[src/rtl/rv64_trap_ctrl.sv]
// rv64_trap_ctrl: machine-mode trap entry / MRET sequencer.
// Writes mepc, mcause and mtval, then mstatus, through the CSR file's hardware
// write ports. It then issues a PC redirect to mtvec (trap) or mepc (MRET).
// Optional macro TRAP_VECTORED_EN: vectored mtvec mode for the timer interrupt.
//
// state      | meaning
// IDLE       | waiting for a request, trap_ready high
// ENTER_SAVE | writing mepc, mcause, mtval
// ENTER_STAT | writing mstatus for trap entry, computing mtvec target
// RET_STAT   | writing mstatus for MRET, capturing mepc target
// REDIRECT   | holding redirect until fetch accepts it
module rv64_trap_ctrl #(
  parameter int         XLEN    = 64,
  parameter logic [1:0] MPP_VAL = 2'b11
) (
  input  logic            clk,
  input  logic            rst,
  input  logic            trap_valid,
  output logic            trap_ready,
  input  logic [2:0]      trap_kind,
  input  logic [XLEN-1:0] trap_pc,
  input  logic [XLEN-1:0] trap_tval,
  input  logic [XLEN-1:0] csr_mstatus_rdata,
  input  logic [XLEN-1:0] csr_mepc_rdata,
  input  logic [XLEN-1:0] csr_mtvec_rdata,
  output logic [XLEN-1:0] csr_mstatus_wdata,
  output logic [XLEN-1:0] csr_mepc_wdata,
  output logic [XLEN-1:0] csr_mcause_wdata,
  output logic [XLEN-1:0] csr_mtval_wdata,
  output logic            csr_mstatus_wen,
  output logic            csr_mepc_wen,
  output logic            csr_mcause_wen,
  output logic            csr_mtval_wen,
  output logic            redirect_valid,
  input  logic            redirect_ready,
  output logic [XLEN-1:0] redirect_pc,
  output logic            busy
);

  typedef enum logic [2:0] {
    S_IDLE, S_ENTER_SAVE, S_ENTER_STAT, S_RET_STAT, S_REDIRECT
  } state_t;

  localparam logic [XLEN-1:0] ALIGN_MASK = ~XLEN'(3);

  state_t          r_state;
  logic [XLEN-1:0] w_mcause;
  logic [XLEN-1:0] w_mtval;
  logic [XLEN-1:0] w_base;
  logic [XLEN-1:0] w_target;
  logic            w_is_mret;

`ifdef TRAP_VECTORED_EN
  logic r_is_irq;
`endif

  // Entry mstatus: save MIE into MPIE, disable interrupts, force MPP.
  function automatic logic [XLEN-1:0] f_mstatus_enter(input logic [XLEN-1:0] s);
    logic [XLEN-1:0] r;
    r        = s;
    r[7]     = s[3];
    r[3]     = 1'b0;
    r[12:11] = MPP_VAL;
    return r;
  endfunction

  // Return mstatus: restore MIE from MPIE, set MPIE, force MPP.
  function automatic logic [XLEN-1:0] f_mstatus_ret(input logic [XLEN-1:0] s);
    logic [XLEN-1:0] r;
    r        = s;
    r[3]     = s[7];
    r[7]     = 1'b1;
    r[12:11] = MPP_VAL;
    return r;
  endfunction

  // Cause/tval decode straight from the request; captured on accept.
  always_comb begin
    w_is_mret = (trap_kind == 3'b011);
    w_mcause  = XLEN'(2);
    w_mtval   = trap_tval;
    case (trap_kind)
      3'b000: begin w_mcause = XLEN'(11); w_mtval = '0; end
      3'b001: w_mcause = XLEN'(3);
      3'b100: begin w_mcause = {1'b1, {(XLEN-4){1'b0}}, 3'd7}; w_mtval = '0; end
      default: ;
    endcase
  end

  // Redirect target for trap entry; vectored offset only for the timer interrupt.
  always_comb begin
    w_base   = csr_mtvec_rdata & ALIGN_MASK;
    w_target = w_base;
`ifdef TRAP_VECTORED_EN
    if (csr_mtvec_rdata[1:0] == 2'b01 && r_is_irq)
      w_target = w_base + XLEN'(28);
`endif
  end

  // Sequencer with registered outputs; write strobes last exactly one cycle.
  always_ff @(posedge clk or negedge rst) begin
    if (!rst) begin
      r_state           <= S_IDLE;
      trap_ready        <= 1'b1;
      busy              <= 1'b0;
      redirect_valid    <= 1'b0;
      redirect_pc       <= '0;
      csr_mstatus_wen   <= 1'b0;
      csr_mepc_wen      <= 1'b0;
      csr_mcause_wen    <= 1'b0;
      csr_mtval_wen     <= 1'b0;
      csr_mstatus_wdata <= '0;
      csr_mepc_wdata    <= '0;
      csr_mcause_wdata  <= '0;
      csr_mtval_wdata   <= '0;
`ifdef TRAP_VECTORED_EN
      r_is_irq          <= 1'b0;
`endif
    end else begin
      csr_mstatus_wen   <= 1'b0;
      csr_mepc_wen      <= 1'b0;
      csr_mcause_wen    <= 1'b0;
      csr_mtval_wen     <= 1'b0;
      csr_mstatus_wdata <= '0;
      csr_mepc_wdata    <= '0;
      csr_mcause_wdata  <= '0;
      csr_mtval_wdata   <= '0;
      case (r_state)
        S_IDLE: begin
          if (trap_valid) begin
            trap_ready <= 1'b0;
            busy       <= 1'b1;
`ifdef TRAP_VECTORED_EN
            r_is_irq   <= (trap_kind == 3'b100);
`endif
            if (w_is_mret) begin
              r_state           <= S_RET_STAT;
              csr_mstatus_wen   <= 1'b1;
              csr_mstatus_wdata <= f_mstatus_ret(csr_mstatus_rdata);
            end else begin
              r_state          <= S_ENTER_SAVE;
              csr_mepc_wen     <= 1'b1;
              csr_mcause_wen   <= 1'b1;
              csr_mtval_wen    <= 1'b1;
              csr_mepc_wdata   <= trap_pc & ALIGN_MASK;
              csr_mcause_wdata <= w_mcause;
              csr_mtval_wdata  <= w_mtval;
            end
          end
        end
        S_ENTER_SAVE: begin
          r_state           <= S_ENTER_STAT;
          csr_mstatus_wen   <= 1'b1;
          csr_mstatus_wdata <= f_mstatus_enter(csr_mstatus_rdata);
        end
        S_ENTER_STAT: begin
          r_state        <= S_REDIRECT;
          redirect_valid <= 1'b1;
          redirect_pc    <= w_target;
        end
        S_RET_STAT: begin
          r_state        <= S_REDIRECT;
          redirect_valid <= 1'b1;
          redirect_pc    <= csr_mepc_rdata;
        end
        S_REDIRECT: begin
          if (redirect_ready) begin
            r_state        <= S_IDLE;
            redirect_valid <= 1'b0;
            redirect_pc    <= '0;
            busy           <= 1'b0;
            trap_ready     <= 1'b1;
          end
        end
        default: begin
          r_state        <= S_IDLE;
          redirect_valid <= 1'b0;
          busy           <= 1'b0;
          trap_ready     <= 1'b1;
        end
      endcase
    end
  end

endmodule
[config.mk]
export PLATFORM = sky130hd
export DESIGN_NAME = rv64_trap_ctrl
export DESIGN_NICKNAME = d
export VERILOG_FILES = /design/src/rtl/rv64_trap_ctrl.sv
export SDC_FILE = /design/constraint.sdc
export NUM_CORES = 1
export LEC_CHECK = 0
export CAP_MARGIN = 10
export CORE_AREA = 5 5 250 252
export DETAILED_ROUTE_END_ITERATION = 8
export DIE_AREA = 0 0 255 257
export PLACE_DENSITY = 0.44
export SLEW_MARGIN = 20
export SYNTH_ARGS = -nofsm -noshare
export SYNTH_HDL_FRONTEND = slang
export SYNTH_SLANG_ARGS = --single-unit
[constraint.sdc]
create_clock -name clk -period 2 [get_ports clk]
set_input_delay 0.2 -clock clk [delete_from_list [all_inputs] [get_ports clk]]
set_output_delay 0.2 -clock clk [all_outputs]
set_load 0.05 [all_outputs]
==> run_results.csv, run 1 <==
group,metric,value,unit
yosys,synthSimpleGateAreaFrac,13.10,%
power_and_ir_drop,p_comb_share,48.6,%
placement,gp_congestion,0.7468,
yosys,muxShareOfSynthArea,6.267,%
yosys,yosysWarningCount,0,
routing,ant_nets,0,
die,die_x,255,um
layout,regArea,6586,um2
routing,vias_per_cell,3.554,
power_and_ir_drop,p_leak,7.758,nW
die,core_area,59910,um2
routing,drcViolationCount,0,
yosys,async_reset_ff_share,100.0,%
yosys,syn_area_per_cell,12.58,um2
timing,setup_violations,0,
layout,nNetsFinal,1710,
yosys,synth_edf_count,0,
grt,grt_max_degree,65,
setup_path,reg2reg_from,"r_state[0]",
placement,io_buffers,586,
setup_path,worstSetupPathType,"flip-flop to output pin",
yosys,synth_cells,787,
layout,final_area,17810,um2
yosys,yosys-top-cells-area,"dfrtp_1 (66%), and2_1 (12%), mux2i_1 (6.3%)",
power_and_ir_drop,internal_power,0.01494,W
layout,nFillCells,6190,
routing,wl_per_cell,17.75,um
setup_path,cp_max_fo,4,
hold_path,hold_class,"input pin to async pin",
clock_tree,h-tree-depth,2,
setup_path,crit_buf_inv,1,
power_and_ir_drop,seqPwrFrac,27.9,%
setup_path,reg2reg_depth,5,
clock_tree,clk_path_buf_depth,3,
yosys,synth_top_family_by_area,"simple AND/OR/NAND/NOR gates",
timing,clock.fmax,0.5187,GHz
power_and_ir_drop,clock_power_share,23.5,%
setup_path,critPathLaunch,"csr_mcause_wdata[1]",
timing,rsz0062_at_grt,"no",
yosys,synth_top_cell_by_area,"dfrtp_1",
timing,finalCritPeriodShare,96.40,%
power_and_ir_drop,switchingPower,0.01130,W
yosys,synth-xor-area-share,0,%
die,start_util,16.53,%
yosys,synth_area,9902,um2
die,die_area,65540,um2
yosys,synth_common_cells,"dfrtp_1 (262), and2_1 (186), buf_4 (67), a21oi_1 (66), o21ai_0 (66)",
clock_tree,clkSlewWorstSetupHoldPaths,0.06,ns
outcome,status,"finished, final reports clean",
routing,drt_iter0_markers,255,
timing,timing.final.max_slew_violations,0,
timing,hold_viol,0,
clock_tree,cts_tree,"yes",
die,io_pins,654,
timing,min_period,1.928,ns
timing,slew-limit-headroom,60.24,%
setup_path,cp_top_family,"buffers and inverters",
yosys,yosysTopAreaCellShare,66.21,%
yosys,synth_flop_cell,"dfrtp_1",
power_and_ir_drop,power.share.switching,43.07,%
grt,grt_first_pass_wirelength,55390,um
setup_path,crit_required,1.80,ns
placement,post-place-ws,-0.02279,ns
setup_path,crit_arrival,1.73,ns
grt,antenna_found_initial,4,
setup_path,r2r_slack,0.18,ns
yosys,synth_most_common_cell,"dfrtp_1",
routing,first_pass_iters,4,
clock_tree,clock-sinks,263,
clock_tree,clock_latency,0.52,ns
setup_path,end_kind,"output pin",
clock_tree,numCtsBuffers,34,
layout,area_growth,79.85,%
timing,fin_ws,0.07194,ns
layout,drive_gt1_share,7.112,%
setup_path,path_cells,"clkdlybuf4s50_1",
power_and_ir_drop,pwr_density_cell,1474,nW/um2
yosys,synthAdderAreaFrac,0,%
setup_path,crit_path_max_incr_delay,0.82,ns
grt,grt_usage,11.21,%
die,die_h,257,um
yosys,synth-seq-area-share,66.48,%
die,num_rows,90,
routing,vias,7783,
yosys,synth_compound_area_share,6.912,%
power_and_ir_drop,irDropWorstVdd,0.6845,mV
timing,skew,0.02724,ns
grt,grt_overflow_total,0,
timing,tightest_slew,0.5946,ns
clock_tree,root_buffer,"clkbuf_16",
grt,grt_pass1_vias,8395,
routing,finalWirelength,38870,um
setup_path,cp_slowest_cell,"clkdlybuf4s50_1",
layout,multiInputGateArea,2872,um2
setup_path,start_kind,"flip-flop",
job,maxCapViolations,0,
yosys,synth-seq-cells,263,
timing,hold-worst-slack,0.1765,ns
yosys,yosys.cell_types.count,30,
setup_path,timing.rr.end,"csr_mepc_wdata[58]",
placement,dp_hpwl,30190,um
placement,placed_area,16630,um2
[power groups by stage]
stage,clock (W),combinational (W),sequential [W]
3_3_place_gp,0,0.0129,0.00739
2_1_floorplan,0,0.00295,0.0124
4_1_cts,0.00644,0.0130,0.00735
5_1_grt,0.00663,0.0135,0.00751
3_5_place_dp,0,0.0130,0.00742
6_report,0.00617,0.0127,0.00733
[registers in the layout (all words and copies together), names as in the netlist]
| name | count |
|---|---|
| csr_mtval_wdata | 64 |
| redirect_pc | 64 |
| csr_mstatus_wdata | 63 |
| csr_mepc_wdata | 62 |
| csr_mcause_wdata | 4 |
| r_state | 3 |
| busy | 1 |
| redirect_valid | 1 |
| trap_ready | 1 |
[layout make-up]
cell class / count / area share [%]
timing repair buffer: 615 / 34.86
clock buffer: 51 / 5.810
inverter: 4 / 0.08431
antenna: 2 / 0.02810
tap: 782 / 5.494
clock inverter: 8 / 0.6113
sequential: 263 / 36.98
multi-input combinational: 465 / 16.12
[per-stage QoR]
step / cells / utilization [%] / total power (W) / TNS, ns
CTS: 2188 / 29.69 / 0.02679 / 0
floorplan: 847 / - / 0.01531 / 0
finish: 2190 / 29.73 / 0.02624 / 0
detailed placement: 2128 / 27.77 / 0.02038 / -0.1665
global placement: 2128 / 27.77 / 0.02032 / -0.002684
global route: 2188 / 29.72 / 0.02761 / 0
[routing by layer]
metal  vias to the layer above  GRT usage, %  part of all wire, %  routed length [um]
li1                       3656             -                    -                   -
met1                      3726         12.08                   36               13860
met2                       334         19.62                   50               19580
met3                        63         5.201                   11                4435
met4                         4         3.309                  2.5                 964
met5                         -             0                0.054                  21
[how the worst max path moves through the flow]
| stage | to | slack, ns | depth (start not counted) |
|---|---|---|---|
| after floorplan | csr_mtval_wdata[10] | 0.27 | 6 |
| after global placement | csr_mepc_wdata[6] | -0.002 | 6 |
| after detailed placement | csr_mepc_wdata[4] | -0.02 | 6 |
| after CTS | csr_mepc_wdata[37] | 0.001 | 1 |
| after global routing | csr_mstatus_wdata[12] | 0.0002 | 1 |
| final | csr_mcause_wen | 0.07 | 1 |
[repair_timing]
action | 4_1_cts | 5_1_grt
setup endpoints to repair | 1 | 66
hold buffers | 1 | 0
pin swaps | 0 | 0
gates resized for setup | 1 | 6
buffers inserted | 0 | 0
endpoints found under the hold margin | 262 | 0
[cells by family (layout without fill, tap and decap cells)]
| kind of cell | count (synthesis) | count (layout) |
|---|---|---|
| AO/OA/AOI/OAI | 135 | 135 |
| buffers and inverters | 119 | 678 |
| flip-flops | 263 | 263 |
| multiplexers | 62 | 62 |
| other | 1 | 63 |
| AND/OR/NAND/NOR | 207 | 207 |
[placed cells by master (no fill, tap or decap), types with 2 or more instances in the layout]
cell type | Yosys | final
clkdlybuf4s50_1 | 0 | 570
dfrtp_1 | 262 | 261
and2_1 | 186 | 186
o21ai_0 | 66 | 66
a21oi_1 | 66 | 65
mux2i_1 | 62 | 62
conb_1 | 1 | 61
clkbuf_16 | 0 | 34
buf_4 | 67 | 26
clkbuf_8 | 0 | 12
buf_12 | 0 | 10
nand2_1 | 6 | 6
clkbuf_1 | 34 | 5
dlymetal6s2s_1 | 0 | 5
inv_1 | 4 | 4
clkinv_2 | 0 | 3
diode_2 | 0 | 2
and3_1 | 2 | 2
nand3_1 | 2 | 2
bufinv_16 | 0 | 2
No activity file was read; power rests on OpenSTA's default activity.
==> run 2, diff against run 1 <==
--- a/config.mk
+++ b/config.mk
@@ -5,11 +5,12 @@
 export SDC_FILE = /design/constraint.sdc
 export NUM_CORES = 1
 export LEC_CHECK = 0
+export ABC_AREA = 1
 export CAP_MARGIN = 10
-export CORE_AREA = 5 5 250 252
+export CORE_AREA = 5 5 249 251
 export DETAILED_ROUTE_END_ITERATION = 8
-export DIE_AREA = 0 0 255 257
-export PLACE_DENSITY = 0.44
+export DIE_AREA = 0 0 254 256
+export PLACE_DENSITY = 0.46
 export SLEW_MARGIN = 20
 export SYNTH_ARGS = -nofsm -noshare
 export SYNTH_HDL_FRONTEND = slang
==> run 2 against run 1 <==
Power is 1.3% lower. Wire length is 5.0% higher. Sequential power hardly changed. Critical path type unchanged. Largest cell class unchanged. Clock power is 8.1% lower.
==> run_results.csv, run 2 <==
group,metric,value,unit
outcome,status,"finished, final reports clean",
routing,finalWirelength,40830,um
die,num_rows,90,
yosys,synth_top_cell_by_area,"dfrtp_1",
clock_tree,clk_path_buf_depth,3,
job,maxCapViolations,0,
clock_tree,root_buffer,"clkbuf_16",
die,die_x,254,um
setup_path,timing.rr.end,"redirect_pc[13]",
yosys,syn_area_per_cell,8.967,um2
grt,grt_pass1_vias,9916,
timing,rsz0062_at_grt,"no",
grt,grt_first_pass_wirelength,60170,um
layout,reg_top3,"csr_mtval_wdata: 64 flops, redirect_pc: 64 flops, csr_mstatus_wdata: 63 flops",
grt,grt_max_degree,65,
timing,tightest_slew,0.5961,ns
setup_path,path_cells,"clkdlybuf4s50_1",
routing,wl_per_cell,15.87,um
clock_tree,clock-sinks,263,
yosys,synth_common_cells,"nand2_1 (392), dfrtp_1 (262), inv_1 (130), nor2_1 (118)",
setup_path,crit_required,1.80,ns
placement,dp_hpwl,31250,um
clock_tree,numCtsBuffers,31,
layout,area_growth,71.62,%
timing,timing.final.max_slew_violations,0,
setup_path,start_kind,"flip-flop",
grt,grt_overflow_total,0,
timing,tns,0,ns
die,die_h,256,um
die,io_pins,654,
yosys,synth-seq-area-share,61.74,%
layout,nFillCells,6341,
yosys,synth_area,10660,um2
timing,clock.fmax,0.5164,GHz
yosys,yosysWarningCount,0,
timing,skew,0.01910,ns
layout,layout_commonest_cell,"clkdlybuf4s50_1",
clock_tree,h-tree-depth,1,
yosys,synth_edf_count,0,
yosys,yosys.cell_types.count,21,
setup_path,crit_cells,1,
die,die_area,65020,um2
setup_path,cp_slowest_cell,"clkdlybuf4s50_1",
power_and_ir_drop,pwr_density_cell,1415,nW/um2
setup_path,crit_arrival,1.74,ns
die,start_util,17.86,%
power_and_ir_drop,irDropWorstVdd,0.6905,mV
clock_tree,clock_latency,0.56,ns
setup_path,end_kind,"output pin",
yosys,synth-seq-cells,263,
routing,drt_iter0_markers,517,
routing,drcViolationCount,0,
yosys,synth_cells,1189,
timing,min_period,1.936,ns
power_and_ir_drop,p_leak,9.346,nW
yosys,yosysTopAreaCellShare,61.50,%
layout,nNetsFinal,2095,
timing,setup_violations,0,
setup_path,critPathLaunch,"redirect_pc[56]",
setup_path,cp_max_fo,2,
setup_path,crit_buf_inv,1,
hold_path,hold_class,"input pin to flip-flop",
yosys,synth_flop_cell,"dfrtp_1",
placement,gp_congestion,0.7730,
setup_path,crit_path_max_incr_delay,0.85,ns
layout,drive_gt1_share,6.201,%
placement,post-place-ws,0.1484,ns
layout,layout_common_cells,"clkdlybuf4s50_1 (536), nand2_1 (391), dfrtp_1 (262)",
setup_path,cp_top_family,"buffers and inverters",
placement,io_buffers,586,
routing,first_pass_iters,4,
routing,ant_nets,0,
setup_path,r2r_slack,0.23,ns
setup_path,reg2reg_from,"r_state[1]",
setup_path,reg2reg_depth,7,
timing,slew-limit-headroom,60.42,%
yosys,synth_most_common_cell,"nand2_1",
clock_tree,postCtsSetupBuffers,0,
routing,vias,9471,
clock_tree,cts_tree,"yes",
die,core_area,59680,um2
timing,fin_ws,0.06351,ns
timing,finalCritPeriodShare,96.82,%
timing,hold_viol,0,
yosys,yosys-top-cells-area,"dfrtp_1 (61%), nand2_1 (14%), buf_4 (4.7%)",
grt,grt_usage,11.67,%
setup_path,worstSetupPathType,"flip-flop to output pin",
routing,vias_per_cell,3.681,
setup_path,cp-endpoint,"redirect_pc[56]",
yosys,async_reset_ff_share,100.0,%
grt,antenna_found_initial,1,
clock_tree,clkSlewWorstSetupHoldPaths,0.06,ns
-- run 2: changes by cell type after synthesis, sizes merged, moves of 4 or more --
cell and delta:
buf +37, nand3 +67, mux2i -62, o21ai -64, nor2 +129, inv +130
a21oi -4, clkbuf -22, and2 -186, nand2 +388
-- run 2: timing repair --
action                                  CTS  global route
endpoints found under the hold margin    80             0
hold buffers                              1             0
resized for setup                        24            19
endpoints found under the setup margin   24            19
-- run 2: kinds of logic after synthesis --
family | after synthesis | synth area share [%]
AND/OR/NAND/NOR | 596 | 22.31
buffers and inverters | 264 | 12.84
flip-flops | 263 | 61.74
other | 1 | 0.03517
AO/OA/AOI/OAI | 65 | 3.075
-- run 2: area by class of cell --
cell class | instances | area, um2 | area share [%]
Sequential cell | 263 | 6583 | 35.98
Clock buffer | 45 | 918.4 | 5.019
Inverter | 134 | 505.5 | 2.763
Timing Repair Buffer | 616 | 6264 | 34.23
Tap cell | 782 | 978.4 | 5.347
Clock inverter | 10 | 103.9 | 0.5676
Multi-Input combinational cell | 722 | 2943 | 16.08
Antenna cell | 1 | 2.502 | 0.01368
-- run 2: worst min path at each step --
| stage | cells past startpoint | end | startpoint |
|---|---|---|---|
| after floorplan | 0 | busy | rst |
| after global placement | 1 | csr_mepc_wdata[38] | rst |
| after detailed placement | 1 | csr_mepc_wdata[38] | rst |
| after CTS | 3 | csr_mepc_wdata[58] | trap_pc[58] |
| after global routing | 3 | csr_mepc_wdata[38] | trap_pc[38] |
| final | 3 | csr_mepc_wdata[58] | trap_pc[58] |
-- run 2: power breakdown --
part / switching [W] / internal (W) / leakage (nW)
logic: 0.00894 / 0.00394 / 5.33
registers: 0.000598 / 0.00674 / 3.50
clock network: 0.00226 / 0.00341 / 0.513
-- run 2: through the flow --
stage	utilization, %	instance area, um2	cells	hold slack (ns)	power [W]
2_1_floorplan	-	10890	1249	-0.09559	0.01575
3_3_place_gp	28.90	17250	2516	0.1697	0.02062
3_5_place_dp	28.90	17250	2516	0.1723	0.02068
4_1_cts	30.57	18250	2572	0.1006	0.02645
5_1_grt	30.66	18300	2573	0.1267	0.02730
6_report	30.66	18300	2573	0.1462	0.02589
-- run 2: layer usage --
| layer | track usage, % | routed length [um] | up-vias |
|---|---|---|---|
| met2 | 21.17 | 20780 | 376 |
| met5 | 0 | 0 | - |
| li1 | - | - | 4582 |
| met4 | 3.162 | 921 | 0 |
| met1 | 13.36 | 15510 | 4461 |
| met3 | 3.353 | 3615 | 52 |
